File: src/rtl/demux_1x2_reg.sv
`default_nettype none
// ============================================================================
// Module   : demux_1x2_reg
// Brief    : Registered 1:2 demultiplexer, one-entry valid/ready hold per
//            channel. Optional drain counters enabled by macro DEMUX_CNT_EN.
// Revision : 1.0 - initial release
// ============================================================================
module demux_1x2_reg #(
  parameter int DATA_W = 8,
  parameter int CNT_W  = 8
) (
  input  logic              clk,
  input  logic              rst_n,
  input  logic              flush,
  input  logic [DATA_W-1:0] in_data,
  input  logic              in_sel,
  input  logic              in_valid,
  output logic              in_ready,
  output logic [DATA_W-1:0] out0_data,
  output logic              out0_valid,
  input  logic              out0_ready,
  output logic [DATA_W-1:0] out1_data,
  output logic              out1_valid,
  input  logic              out1_ready,
`ifdef DEMUX_CNT_EN
  output logic [CNT_W-1:0]  cnt0,
  output logic [CNT_W-1:0]  cnt1,
`endif
  output logic              busy
);

  typedef enum logic [0:0] {
    ST_EMPTY = 1'b0,
    ST_FULL  = 1'b1
  } state_t;

  state_t            r_state [2];
  state_t            w_state_nxt [2];
  logic [DATA_W-1:0] r_data [2];
  logic [1:0]        w_valid;
  logic [1:0]        w_ready_in;
  logic [1:0]        w_accept;
  logic [1:0]        w_drain;
  logic [1:0]        w_slot_free;

  assign w_ready_in = {out1_ready, out0_ready};

  // A slot can take a new item if empty or being drained this same cycle.
  assign w_slot_free = ~w_valid | w_ready_in;
  assign in_ready    = !flush && (in_sel ? w_slot_free[1] : w_slot_free[0]);

  genvar k;
  generate
    for (k = 0; k < 2; k++) begin : g_ch
      assign w_valid[k]  = (r_state[k] == ST_FULL);
      assign w_accept[k] = in_valid && in_ready && (in_sel == k[0]);
      assign w_drain[k]  = w_valid[k] && w_ready_in[k];

      always_ff @(posedge clk or negedge rst_n) begin
        if (!rst_n) begin
          r_state[k] <= ST_EMPTY;
        end else begin
          r_state[k] <= w_state_nxt[k];
        end
      end

      always_comb begin
        w_state_nxt[k] = r_state[k];
        if (flush) begin
          w_state_nxt[k] = ST_EMPTY;
        end else begin
          case (r_state[k])
            ST_EMPTY: if (w_accept[k]) w_state_nxt[k] = ST_FULL;
            ST_FULL:  if (w_drain[k] && !w_accept[k]) w_state_nxt[k] = ST_EMPTY;
            default:  w_state_nxt[k] = ST_EMPTY;
          endcase
        end
      end

      // Data only moves on an accept, so a stalled entry stays stable.
      always_ff @(posedge clk or negedge rst_n) begin
        if (!rst_n) begin
          r_data[k] <= '0;
        end else if (w_accept[k]) begin
          r_data[k] <= in_data;
        end
      end
    end
  endgenerate

  assign out0_valid = w_valid[0];
  assign out1_valid = w_valid[1];
  assign out0_data  = r_data[0];
  assign out1_data  = r_data[1];
  assign busy       = w_valid[0] | w_valid[1];

`ifdef DEMUX_CNT_EN
  logic [CNT_W-1:0] r_cnt0;
  logic [CNT_W-1:0] r_cnt1;

  // Counts consumer-side transfers, including those in a flush cycle.
  always_ff @(posedge clk or negedge rst_n) begin
    if (!rst_n) begin
      r_cnt0 <= '0;
      r_cnt1 <= '0;
    end else begin
      if (w_drain[0]) r_cnt0 <= r_cnt0 + 1'b1;
      if (w_drain[1]) r_cnt1 <= r_cnt1 + 1'b1;
    end
  end

  assign cnt0 = r_cnt0;
  assign cnt1 = r_cnt1;
`endif

endmodule
`default_nettype wire

File: config.mk
export PLATFORM = sky130hd
export DESIGN_NAME = demux_1x2_reg
export DESIGN_NICKNAME = d
export VERILOG_FILES = /design/src/rtl/demux_1x2_reg.sv
export SDC_FILE = /design/constraint.sdc
export NUM_CORES = 1
export LEC_CHECK = 0
export BUFFER_PORTS_ARGS = -buffer_cell sky130_fd_sc_hd__buf_2
export CAP_MARGIN = 20
export CELL_PAD_IN_SITES_DETAIL_PLACEMENT = 0
export CELL_PAD_IN_SITES_GLOBAL_PLACEMENT = 1
export CORE_ASPECT_RATIO = 1.4
export CORE_UTILIZATION = 31
export CTS_CLUSTER_SIZE = 25
export DETAILED_ROUTE_END_ITERATION = 8
export PLACE_DENSITY_LB_ADDON = 0.1
export SYNTH_ARGS = -nofsm -noshare
export SYNTH_HDL_FRONTEND = slang
export SYNTH_SLANG_ARGS = --single-unit
File: constraint.sdc
create_clock -name clk -period 1.28 [get_ports clk]
set_clock_uncertainty 0.2 [all_clocks]
set_input_delay 0.256 -clock clk [delete_from_list [all_inputs] [get_ports clk]]
set_output_delay 0.256 -clock clk [all_outputs]
set_load 0.02 [all_outputs]
* Yosys cells after proc, flatten, opt, wreduce, memory -nomap -nowiden *
Cells that the tools add are included.

operators by class
  multiplexer cells = 9
  bitwise operators = 6
  reductions and logical operators = 11

operators by type and width
  cell                                   count
  1-bit logical AND                      8
  1-bit 2-to-1 mux                       7
  1-bit one-hot mux with 2 select lines  2
  1-bit logical NOT                      3
  1-bit NOT                              3
  2-bit NOT                              1
  2-bit bitwise OR                       1
  1-bit bitwise OR                       1

storage, ports and cells
  register bits = 18
  input bits = 15
  output and inout bits = 20
  word-level logic and storage cells = 30

* Depth between registers and ports, before layout *
  depth after elaboration = 11
  gate-level depth with buffers = 4
  depth with buffers taken out = 3

* Least setup slack after synthesis *
No wires, ideal clock.

  path type = register to register
  from = register r_state (netlist bit out1_valid)
  to = register r_data (netlist bit out1_data[0])
  library setup time = 125 ps
  arrival = 1,182 ps
  required time = 955 ps
  slack = -227 ps
  cell stages (with the launch flop) = 5
  buffers on the path = 1
  period minus slack after synthesis = 1,507 ps
  cell sequence = dfrtp_1 nand2b_1 and3_4 buf_6 mux2_4

between the ends
  cells in the longest elaborated chain, start to end = 6

RTL lines
  element                            line  source
  from (decl)                        37    state_t r_state [2];
  from (signal, indexed assignment)  63    r_state[k] <= w_state_nxt[k];
  2-bit NOT                          49    assign w_slot_free = ~w_valid | w_ready_in;
  2-bit bitwise OR                   49
  1-bit 2-to-1 mux                   50    assign in_ready = !flush && (in_sel ? w_slot_free[1] : w_slot_free[0]);
  1-bit logical AND                  50
  1-bit logical AND (2 in a row)     56    assign w_accept[k] = in_valid && in_ready && (in_sel == k[0]);
  to (signal, indexed assignment)    85    r_data[k] <= in_data;
  to (decl)                          39    logic [DATA_W-1:0] r_data [2];

Every way passes these cells.
A chain may end at the register's enable or synchronous reset.

* Final worst setup path *
  from = register r_state (netlist bit out1_valid)
  to = output busy

between the ends
  cells in the longest elaborated chain, start to end = 1

RTL lines
  element           line  source
  1-bit bitwise OR  95    assign busy = w_valid[0] | w_valid[1];
  to (decl)         29    output logic busy

Every way passes these cells.

==> metrics <==
Post-Synth Adder-Cell Area 0; Pleak 0.658 nW; fraction of layout cells with a size suffix above 1 0.738; post-synth cell types 13; commonest non-fill, non-tap cell in the layout buf_6; largest cells by area after synthesis dfrtp_1 (60%), mux2_4 (16%), mux2_2 (12%), nand2b_1 (1.7%), and3_4 (1.5%); Mapped Nets 61; Avg WL per Cell 14.0 um; # IOs 35; max-cap viol count 0; clk sinks 18; Post-Synth XOR/XNOR Area 0; total global-route track usage 0.144; Seq pwr share 0.417; initial core utilization 0.337; WS Path Type reg -> out; sw frac 0.293; Max Freq 611 MHz; Compound-Gate Fraction of Synth Area 0.0134; CTS root buffer clkbuf_4; final wirelength 1810 um; Mapped Cells 46; Psw 0.000524 W; fin area 1330 um2; vias 610; Startpoint Class flop; Worst EP arrival 1180 ps; critical path required time 820 ps; DR DRC count 8; Post-Synthesis Cell Area 749 um2; post-route ant nets 0; Worst-path clk slew 100 ps; Die H 60.2 um; share of the synthesized area in the top cell type 0.601; first-pass GRT wire length 2700 um; H-tree levels 1; Slew Viols, Final 0; CP max FO 2; Synth Area per Inst 16.3 um2; Pre-antenna DRT Iters 6; Skew-Pair Late Insertion Delay 290 ps; Pwr Density 1350 nW/um2; Num CTS Buffers 3; Die ar. 2620 um2; largest family of logic cells by synthesized area multiplexers; post-synthesis register bit count 18; Ys Warns 0; Iteration-0 DRC Markers 20; Syn-to-layout area delta 77.6%; initial antenna violation count 0; Slew @ Worst Pin 400 ps; Core ar. 2230 um2; internal power 0.00127 W; relative slew slack 0.733; DPL Wire Length 1100 um; HP Class in -> reg; RSZ-0062 raised after global routing yes; Placed Area 963 um2; largest net degree at the start of global routing 19; Max IR drop VDD 0.824 mV; status finished with violations; chip width 43.6 um; final setup margin -357 ps; multiplexer area fraction after synthesis 0.294; Final Critical Period 1640 ps; CP endpoint kind output pin; Core Rows 20; GRT Residual Overflow 0; Final Net Count 123; vias in the first global route 611; Worst R2R Setup Slack -190 ps; Final setup viols 31; proportion of synthesized chip area in sequential cells 0.601; part of the power in the clock network 0.199; failing checks design-rule violations, negative setup slack; clk buf depth 2; TritonCTS clock tree done; Hold Vio Cnt, Final 0; Synth area leader dfrtp_1; Fin Hold WS 19.3 ps; Comb power frac 0.384; number of vias per cell 4.73; Port Buffers 34; simple-gate area share of the yosys netlist 0.0768; crit share post-route 1.28; antenna cells 0; Final Wtd Congestion 0.751; most frequent cells in the layout buf_6 (20), dfrtp_1 (16), buf_4 (16)
## flip-flops by register name, summed over array words and instances, names as in the netlist
signal      flops
out0_data       8
out1_data       8
out0_valid      1
out1_valid      1
## final cells by class
type	count	area (um2)
fill	178	896
clock buffer	4	36.3
sequential	18	453
tap	22	27.5
timing repair buffer	57	485
multi-input combinational	28	329
## logic make-up (layout without fill, tap and decap cells)
logic type	after synthesis	after routing
and+or+nand+nor	8	9
AOI/OAI and AO/OA	2	2
buffers and inverters	1	61
muxes	17	17
DFF	18	18
## through the flow
step           TNS (ps)  utilization  setup slack [ps]  total power, W  std cells
2_1_floorplan     -2330            -              -195         0.00101         46
3_3_place_gp      -3360        0.433              -232         0.00117        104
3_5_place_dp      -3520        0.433              -234         0.00118        104
4_1_cts           -2980        0.571              -358         0.00175        122
5_1_grt           -4320        0.598              -408         0.00187        129
6_report          -2960        0.598              -357         0.00179        129
## critical path: stages, from the launching register on
cell and delay [ps]:
dfrtp_2 420, buf_6 120, or2_4 220, buf_6 130
## power groups by stage
stage	combinational, W	sequential [W]	clock, W
2_1_floorplan	0.000149	0.000858	0
3_3_place_gp	0.000441	0.000734	0
3_5_place_dp	0.000445	0.000733	0
4_1_cts	0.000642	0.000746	0.000366
5_1_grt	0.000725	0.000756	0.000387
6_report	0.000688	0.000747	0.000356
## routing by layer
| metal | vias up | track usage | share of wire |
|---|---|---|---|
| met5 | - | 0 | 0 |
| met4 | 0 | 0.0670 | 0.0094 |
| li1 | 284 | - | - |
| met1 | 299 | 0.164 | 0.43 |
| met2 | 25 | 0.256 | 0.50 |
| met3 | 2 | 0.0272 | 0.059 |
## repair_timing
item                                    4_1_cts  5_1_grt
setup buffers                                 6        7
resized for setup                            42        2
endpoints found under the setup margin       37       36
hold endpoints to repair                     26        0
hold buffers                                  7        0
gates cloned                                  1        0
pin swaps                                     1        0
## synthesized netlist by cell type
library cell,instances
a21oi_1,2
and3_4,1
buf_6,1
dfrtp_1,18
mux2_2,8
mux2_4,8
mux2i_1,1
nand2_1,1
nand2b_1,2
nand3b_2,1
nor2_1,1
nor2b_2,1
or2_2,1
## final timing paths
path                                   start      endpoint  cells past startpoint
worst min-delay path              in_data[6]  out1_data[6]                      2
worst min register to register  out0_data[1]  out0_data[1]                      1
max in group asynchronous              rst_n    out1_valid                      2
worst max-delay path              out1_valid          busy                      3
worst max register to register    out1_valid  out1_data[7]                      3
min in group asynchronous              rst_n  out1_data[1]                      2
Note: power is estimated with default switching activity, not from simulation.
